### config.mk
export PLATFORM = sky130hd
export DESIGN_NAME = reorder_buffer
export DESIGN_NICKNAME = d
export VERILOG_FILES = /design/src/rtl/reorder_buffer_pkg.sv /design/src/rtl/reorder_buffer.sv
export SDC_FILE = /design/constraint.sdc
export NUM_CORES = 2
export LEC_CHECK = 0
export BUFFER_PORTS_ARGS = -buffer_cell sky130_fd_sc_hd__buf_2
export CORE_ASPECT_RATIO = 1.5
export CORE_MARGIN = 5
export CORE_UTILIZATION = 25
export DETAILED_ROUTE_END_ITERATION = 7
export SLEW_MARGIN = 5
export SYNTH_ARGS = -nofsm -noshare
export SYNTH_HDL_FRONTEND = slang
export SYNTH_SLANG_ARGS = --single-unit
### constraint.sdc
create_clock -name clk -period 7.25 [get_ports clk]
set_clock_uncertainty 0.2 [all_clocks]
set_input_delay 1.0875 -clock clk [delete_from_list [all_inputs] [get_ports clk]]
set_output_delay 1.0875 -clock clk [all_outputs]
set_load 0.05 [all_outputs]
### src/rtl/reorder_buffer_pkg.sv
// Shared widths and the per-entry record for the reorder buffer.
package reorder_buffer_pkg;
  localparam int RRF_ENT_NUM     = 32;
  localparam int RRF_ENT_SEL     = 5;
  localparam int RV32_ARF_SEL    = 5;
  localparam int RV32_DATA_WIDTH = 32;

  typedef struct packed {
    logic                       valid;
    logic                       done;
    logic                       rd_wr_en;
    logic [RV32_ARF_SEL-1:0]    rd_addr;
    logic [RV32_DATA_WIDTH-1:0] data;
  } rob_ent_t;
endpackage

### src/rtl/reorder_buffer.sv
// In-order retirement buffer: dual dispatch allocate, dual writeback complete,
// dual in-order commit from the head into the ARF.
module reorder_buffer
  import reorder_buffer_pkg::*;
#(
  parameter int ENT_NUM = RRF_ENT_NUM,
  parameter int ENT_SEL = RRF_ENT_SEL
) (
  input  logic                       clk,
  input  logic                       rst_n,
  input  logic                       i_flush,
  input  logic                       i_dp_vld_1,
  input  logic                       i_dp_vld_2,
  input  logic                       i_dp_rd_wr_en_1,
  input  logic                       i_dp_rd_wr_en_2,
  input  logic [RV32_ARF_SEL-1:0]    i_dp_rd_wr_addr_1,
  input  logic [RV32_ARF_SEL-1:0]    i_dp_rd_wr_addr_2,
  output logic                       o_dp_alloc_rdy,
  output logic [ENT_SEL-1:0]         o_dp_ptr_1,
  output logic [ENT_SEL-1:0]         o_dp_ptr_2,
  input  logic                       i_wb_vld_1,
  input  logic                       i_wb_vld_2,
  input  logic [ENT_SEL-1:0]         i_wb_rrftag_1,
  input  logic [ENT_SEL-1:0]         i_wb_rrftag_2,
  input  logic [RV32_DATA_WIDTH-1:0] i_wb_data_1,
  input  logic [RV32_DATA_WIDTH-1:0] i_wb_data_2,
  output logic                       o_com_vld_1,
  output logic                       o_com_vld_2,
  output logic                       o_com_rd_wr_en_1,
  output logic                       o_com_rd_wr_en_2,
  output logic [RV32_ARF_SEL-1:0]    o_com_rd_wr_addr_1,
  output logic [RV32_ARF_SEL-1:0]    o_com_rd_wr_addr_2,
  output logic [RV32_DATA_WIDTH-1:0] o_com_rd_wr_data_1,
  output logic [RV32_DATA_WIDTH-1:0] o_com_rd_wr_data_2
);

  // ENT_NUM is a power of two, so plain truncating add gives the wrap.
  function automatic logic [ENT_SEL-1:0] ptr_add(input logic [ENT_SEL-1:0] p,
                                                 input logic [1:0]         n);
    return p + ENT_SEL'(n);
  endfunction

  rob_ent_t           ent_q [ENT_NUM];
  rob_ent_t           ent_d [ENT_NUM];
  logic [ENT_SEL-1:0] head_q, head_d, tail_q, tail_d;
  logic [ENT_SEL:0]   count_q, count_d;

  logic               alloc_rdy, alloc_1, alloc_2, com_1, com_2;
  logic [ENT_SEL-1:0] head_1, tail_1;
  logic [1:0]         n_alloc, n_com;

  always_comb begin
    ent_d     = ent_q;
    alloc_rdy = count_q <= (ENT_SEL+1)'(ENT_NUM - 2);
    alloc_1   = i_dp_vld_1 & alloc_rdy;
    alloc_2   = i_dp_vld_2 & alloc_1;
    head_1    = ptr_add(head_q, 2'd1);
    tail_1    = ptr_add(tail_q, 2'd1);
    com_1     = (count_q != '0) & ent_q[head_q].valid & ent_q[head_q].done;
    com_2     = com_1 & ent_q[head_1].valid & ent_q[head_1].done;
    n_alloc   = {1'b0, alloc_1} + {1'b0, alloc_2};
    n_com     = {1'b0, com_1} + {1'b0, com_2};

    // Port 2 is applied last so it wins a same-tag collision.
    if (i_wb_vld_1 && ent_q[i_wb_rrftag_1].valid) begin
      ent_d[i_wb_rrftag_1].done = 1'b1;
      ent_d[i_wb_rrftag_1].data = i_wb_data_1;
    end
    if (i_wb_vld_2 && ent_q[i_wb_rrftag_2].valid) begin
      ent_d[i_wb_rrftag_2].done = 1'b1;
      ent_d[i_wb_rrftag_2].data = i_wb_data_2;
    end

    if (com_1) begin
      ent_d[head_q].valid = 1'b0;
      ent_d[head_q].done  = 1'b0;
    end
    if (com_2) begin
      ent_d[head_1].valid = 1'b0;
      ent_d[head_1].done  = 1'b0;
    end

    // Allocation comes after writeback so a same-cycle writeback is discarded.
    if (alloc_1) begin
      ent_d[tail_q].valid    = 1'b1;
      ent_d[tail_q].done     = 1'b0;
      ent_d[tail_q].rd_wr_en = i_dp_rd_wr_en_1;
      ent_d[tail_q].rd_addr  = i_dp_rd_wr_addr_1;
    end
    if (alloc_2) begin
      ent_d[tail_1].valid    = 1'b1;
      ent_d[tail_1].done     = 1'b0;
      ent_d[tail_1].rd_wr_en = i_dp_rd_wr_en_2;
      ent_d[tail_1].rd_addr  = i_dp_rd_wr_addr_2;
    end

    head_d  = ptr_add(head_q, n_com);
    tail_d  = ptr_add(tail_q, n_alloc);
    count_d = count_q + (ENT_SEL+1)'(n_alloc) - (ENT_SEL+1)'(n_com);

    if (i_flush) begin
      for (int i = 0; i < ENT_NUM; i++) begin
        ent_d[i].valid = 1'b0;
        ent_d[i].done  = 1'b0;
      end
      head_d  = '0;
      tail_d  = '0;
      count_d = '0;
    end
  end

  always_ff @(posedge clk or negedge rst_n) begin
    if (!rst_n) begin
      for (int i = 0; i < ENT_NUM; i++) ent_q[i] <= '0;
      head_q  <= '0;
      tail_q  <= '0;
      count_q <= '0;
    end else begin
      for (int i = 0; i < ENT_NUM; i++) ent_q[i] <= ent_d[i];
      head_q  <= head_d;
      tail_q  <= tail_d;
      count_q <= count_d;
    end
  end

  assign o_dp_alloc_rdy     = alloc_rdy;
  assign o_dp_ptr_1         = tail_q;
  assign o_dp_ptr_2         = tail_1;
  assign o_com_vld_1        = com_1;
  assign o_com_vld_2        = com_2;
  assign o_com_rd_wr_en_1   = com_1 & ent_q[head_q].rd_wr_en;
  assign o_com_rd_wr_en_2   = com_2 & ent_q[head_1].rd_wr_en;
  assign o_com_rd_wr_addr_1 = ent_q[head_q].rd_addr;
  assign o_com_rd_wr_addr_2 = ent_q[head_1].rd_addr;
  assign o_com_rd_wr_data_1 = ent_q[head_q].data;
  assign o_com_rd_wr_data_2 = ent_q[head_1].data;

endmodule

==> flow_metrics.env <==
export IMPL_die_area_um2=337000
export IMPL_drv_cap=0
export IMPL_netlist_area_um2=81400
export IMPL_drive_gt1_share_pct=18.7
export IMPL_crit_fanout=38
export IMPL_ctsHtreeMaxLevel=4
export IMPL_cts_resized=0
export IMPL_rows=256
export IMPL_grt_pass1_vias=62900
export IMPL_ys_async_sr_fraction_pct=100
export IMPL_hold_violations=0
export IMPL_grt_ovfl_total=0
export IMPL_p_comb_share_pct=11.2
export IMPL_grtUsageTotal_pct=19.3
export IMPL_rsz0062_at_grt="false"
export IMPL_setup_viol=0
export IMPL_cp_top_family="buffers and inverters"
export IMPL_drtPass1Iterations=7
export IMPL_setup_tns_final_ns=0
export IMPL_via_count=65900
export IMPL_syn_nets=7734
export IMPL_vias_per_cell=5.64
export IMPL_core_area_um2=324000
export IMPL_postCtsSetupRepairBufs=0
export IMPL_hpwl_um=207000
export IMPL_synth_ff_type="dfrtp_1"
export IMPL_cts_sink_count=1296
export IMPL_gp_congestion=0.894
export IMPL_syn_area_per_cell_um2=10.7
export IMPL_seq_area_frac_synth_pct=39.8
export IMPL_dieWidth_um=476
export IMPL_grt_max_degree=143
export IMPL_ant_nets=0
export IMPL_areaGrowthSynthToFinish_pct=11.7
export IMPL_synth_edf_count=0
export IMPL_synth_distinct_cells=78
export IMPL_critPathKind="reg2out"
export IMPL_startpoint="head_q[1]"
export IMPL_grt_pass1_wl_um=479000
export IMPL_cts_buffers=151
export IMPL_p_seq_share_pct=44.7
export IMPL_pwr_share_clk_pct=44.1
export IMPL_wire_per_inst_um=28.7
export IMPL_vdd_drop_max_v=0.000262
export IMPL_worstMarginPinSlew_ns=1.29
export IMPL_finalCritPeriodShare_pct=91.4
export IMPL_die_h_um=709
export IMPL_drtIter0Drc=9581
export IMPL_synth_cells=7610
export IMPL_switching_share_pct=27.7
export IMPL_finalNetCount=7388
export IMPL_slowest_stage="dfrtp_4"
export IMPL_slowest_delay_ns=0.80
export IMPL_worstHoldPathType="in2async"
export IMPL_critPathLaunchType="flip-flop"
export IMPL_wl_um=335000
export IMPL_ys_ff_latch=1296
export IMPL_p_per_area_nw_per_um2=196
export IMPL_final_instance_count_excl_fill=11700
export IMPL_p_switching_uw=4950
export IMPL_multi_input_area_um2=45300
export IMPL_clockBufferDepth=3
export IMPL_arrival_ns=5.34
export IMPL_worstReg2RegStart="head_q[1]"
export IMPL_leakagePower_uw=0.0417
export IMPL_dp_cells=11400
export IMPL_clock_root_buffer="clkbuf_16"
export IMPL_ctsHoldBuffers=0
export IMPL_worstSkewPairLatency_ns=0.83
export IMPL_status="finished clean"
export IMPL_portBuffers=181
export IMPL_fillerInstances=33600
export IMPL_cp_num_buf_inv=4
export IMPL_hold_worst_slack_ns=0.0753
export IMPL_cts_tree="done"
export IMPL_yosysWarnings=0
export IMPL_period_minus_slack_ns=6.62
export IMPL_crit_required_ns=5.96
export IMPL_seq_area_um2=32400
export IMPL_cp_end_kind="primary output"
export IMPL_cp_cell_sequence="inv_1, ha_4, buf_12, buf_12, mux4_2, nand2_1, a21oi_1, a221oi_1, nand2_1, buf_2"
export IMPL_antenna_found_initial=67
export IMPL_relSlewSlack_pct=14.0
export IMPL_start_util_pct=25.1
export IMPL_fmax_ghz=0.151
export IMPL_p_int_uw=12900
export IMPL_drc=0
export IMPL_drv_slew=0
export IMPL_clk_pin_slew_ns=0.06
export IMPL_pin_count=182
-- per-layer routing --
metal	track usage (%)	vias up	wire, um
li1	-	27300	-
met1	25.1	33300	126000
met2	28.9	4275	149000
met3	5.59	966	39800
met4	10.2	40	20100
met5	0	-	259
-- synthesized netlist by cell type, types with 24 or more instances --
master	count	area share, %
dfrtp_1	1296	40
mux2i_1	1230	15
nor2_1	1063	4.9
a21oi_1	944	5.8
mux4_2	673	19
clkbuf_1	528	2.4
nand2_1	487	2.2
o21ai_0	345	2.1
a22oi_1	169	1.6
buf_2	144	0.89
buf_4	76	0.70
buf_1	71	0.33
inv_1	65	0.30
nor3_1	51	0.31
nand4_1	49	0.38
nand3_1	37	0.23
ha_1	27	0.41
buf_6	26	0.36
o22ai_1	24	0.18
-- worst reg2reg max path: stages, from the launching register on --
cell,delay [ns]
dfrtp_4,0.80
inv_1,0.26
ha_4,0.72
buf_12,0.36
mux4_2,0.59
mux2i_1,0.25
o221a_2,0.26
a2111oi_4,0.05
nand2_1,0.21
inv_1,0.09
ha_1,0.26
fa_1,0.54
inv_1,0.05
ha_1,0.28
a21o_1,0.18
a21oi_1,0.22
o21bai_1,0.10
a21oi_1,0.17
xnor2_1,0.13
nor2_1,0.06
-- cells by family after synthesis --
| group | count (synthesis) | share of synthesized area (%) |
|---|---|---|
| flip-flops | 1296 | 39.8 |
| buffers and inverters | 923 | 5.20 |
| multiplexers | 1918 | 33.9 |
| AO/OA/AOI/OAI | 1625 | 11.2 |
| AND/OR/NAND/NOR | 1803 | 9.11 |
| adder cells (fa/ha/maj) | 31 | 0.513 |
| XOR/XNOR | 14 | 0.160 |
-- cells in the final DEF (no fill, tap or decap), types with 24 or more instances in the layout --
| cell | Yosys | final |
|---|---|---|
| nor3_1 | 51 | 45 |
| inv_1 | 65 | 65 |
| dfrtp_1 | 1296 | 1294 |
| o22ai_1 | 24 | 24 |
| buf_2 | 144 | 180 |
| buf_12 | 0 | 24 |
| nor2_1 | 1063 | 1048 |
| o21ai_0 | 345 | 345 |
| mux2i_1 | 1230 | 1230 |
| mux4_2 | 673 | 673 |
| buf_4 | 76 | 152 |
| ha_1 | 27 | 26 |
| a22oi_1 | 169 | 169 |
| nand2_1 | 487 | 474 |
| clkbuf_1 | 528 | 30 |
| diode_2 | 0 | 48 |
| a21oi_1 | 944 | 943 |
| clkbuf_8 | 0 | 34 |
| nand4_1 | 49 | 49 |
| clkbuf_16 | 0 | 156 |
-- area by class of cell --
cell class	instances	area share [%]
diodes	48	0.132
clock buffers	220	4.93
clock inverters	43	0.575
inverters	68	0.281
multi-input cells	5391	49.8
flip-flops and latches	1296	35.7
well taps	4257	5.85
repair buffers	356	2.77
-- registers in the layout, indices dropped and copies added, names as in the netlist --
signal	cells
ent_q	1280
count_q	6
o_dp_ptr_1	5
head_q	5
-- power groups by stage --
stage / sequential [uW] / clock [uW] / combinational [uW]
final: 7990 / 7870 / 2000
after global routing: 8040 / 8230 / 2150
after CTS: 7980 / 7930 / 1990
after detailed placement: 8110 / 0 / 1980
after global placement: 8090 / 0 / 1960
after floorplan: 7990 / 0 / 1330
-- metrics by stage --
stage                     util [%]  area [um2]  setup WS (ns)  total power, uW
after floorplan                  -       81400          0.511             9320
after global placement        26.5       85900           1.39            10100
after detailed placement      26.5       85900           1.40            10100
after CTS                     28.0       90900          0.584            17900
after global routing          28.1       91000          0.436            18400
final                         28.1       91000          0.626            17900
-- final timing paths --
| check | cells past startpoint | slack (ns) | end |
|---|---|---|---|
| max | 10 | 0.63 | o_com_rd_wr_data_2[3] |
| min | 1 | 0.08 | ent_q[1108] |
| max reg2reg | 19 | 1.32 | count_q[5] |
| min reg2reg | 1 | 0.37 | ent_q[838] |
| max in group asynchronous | 2 | 5.17 | ent_q[412] |
| min in group clk | 1 | 0.37 | ent_q[838] |
No activity file was read; power rests on OpenSTA's default activity.
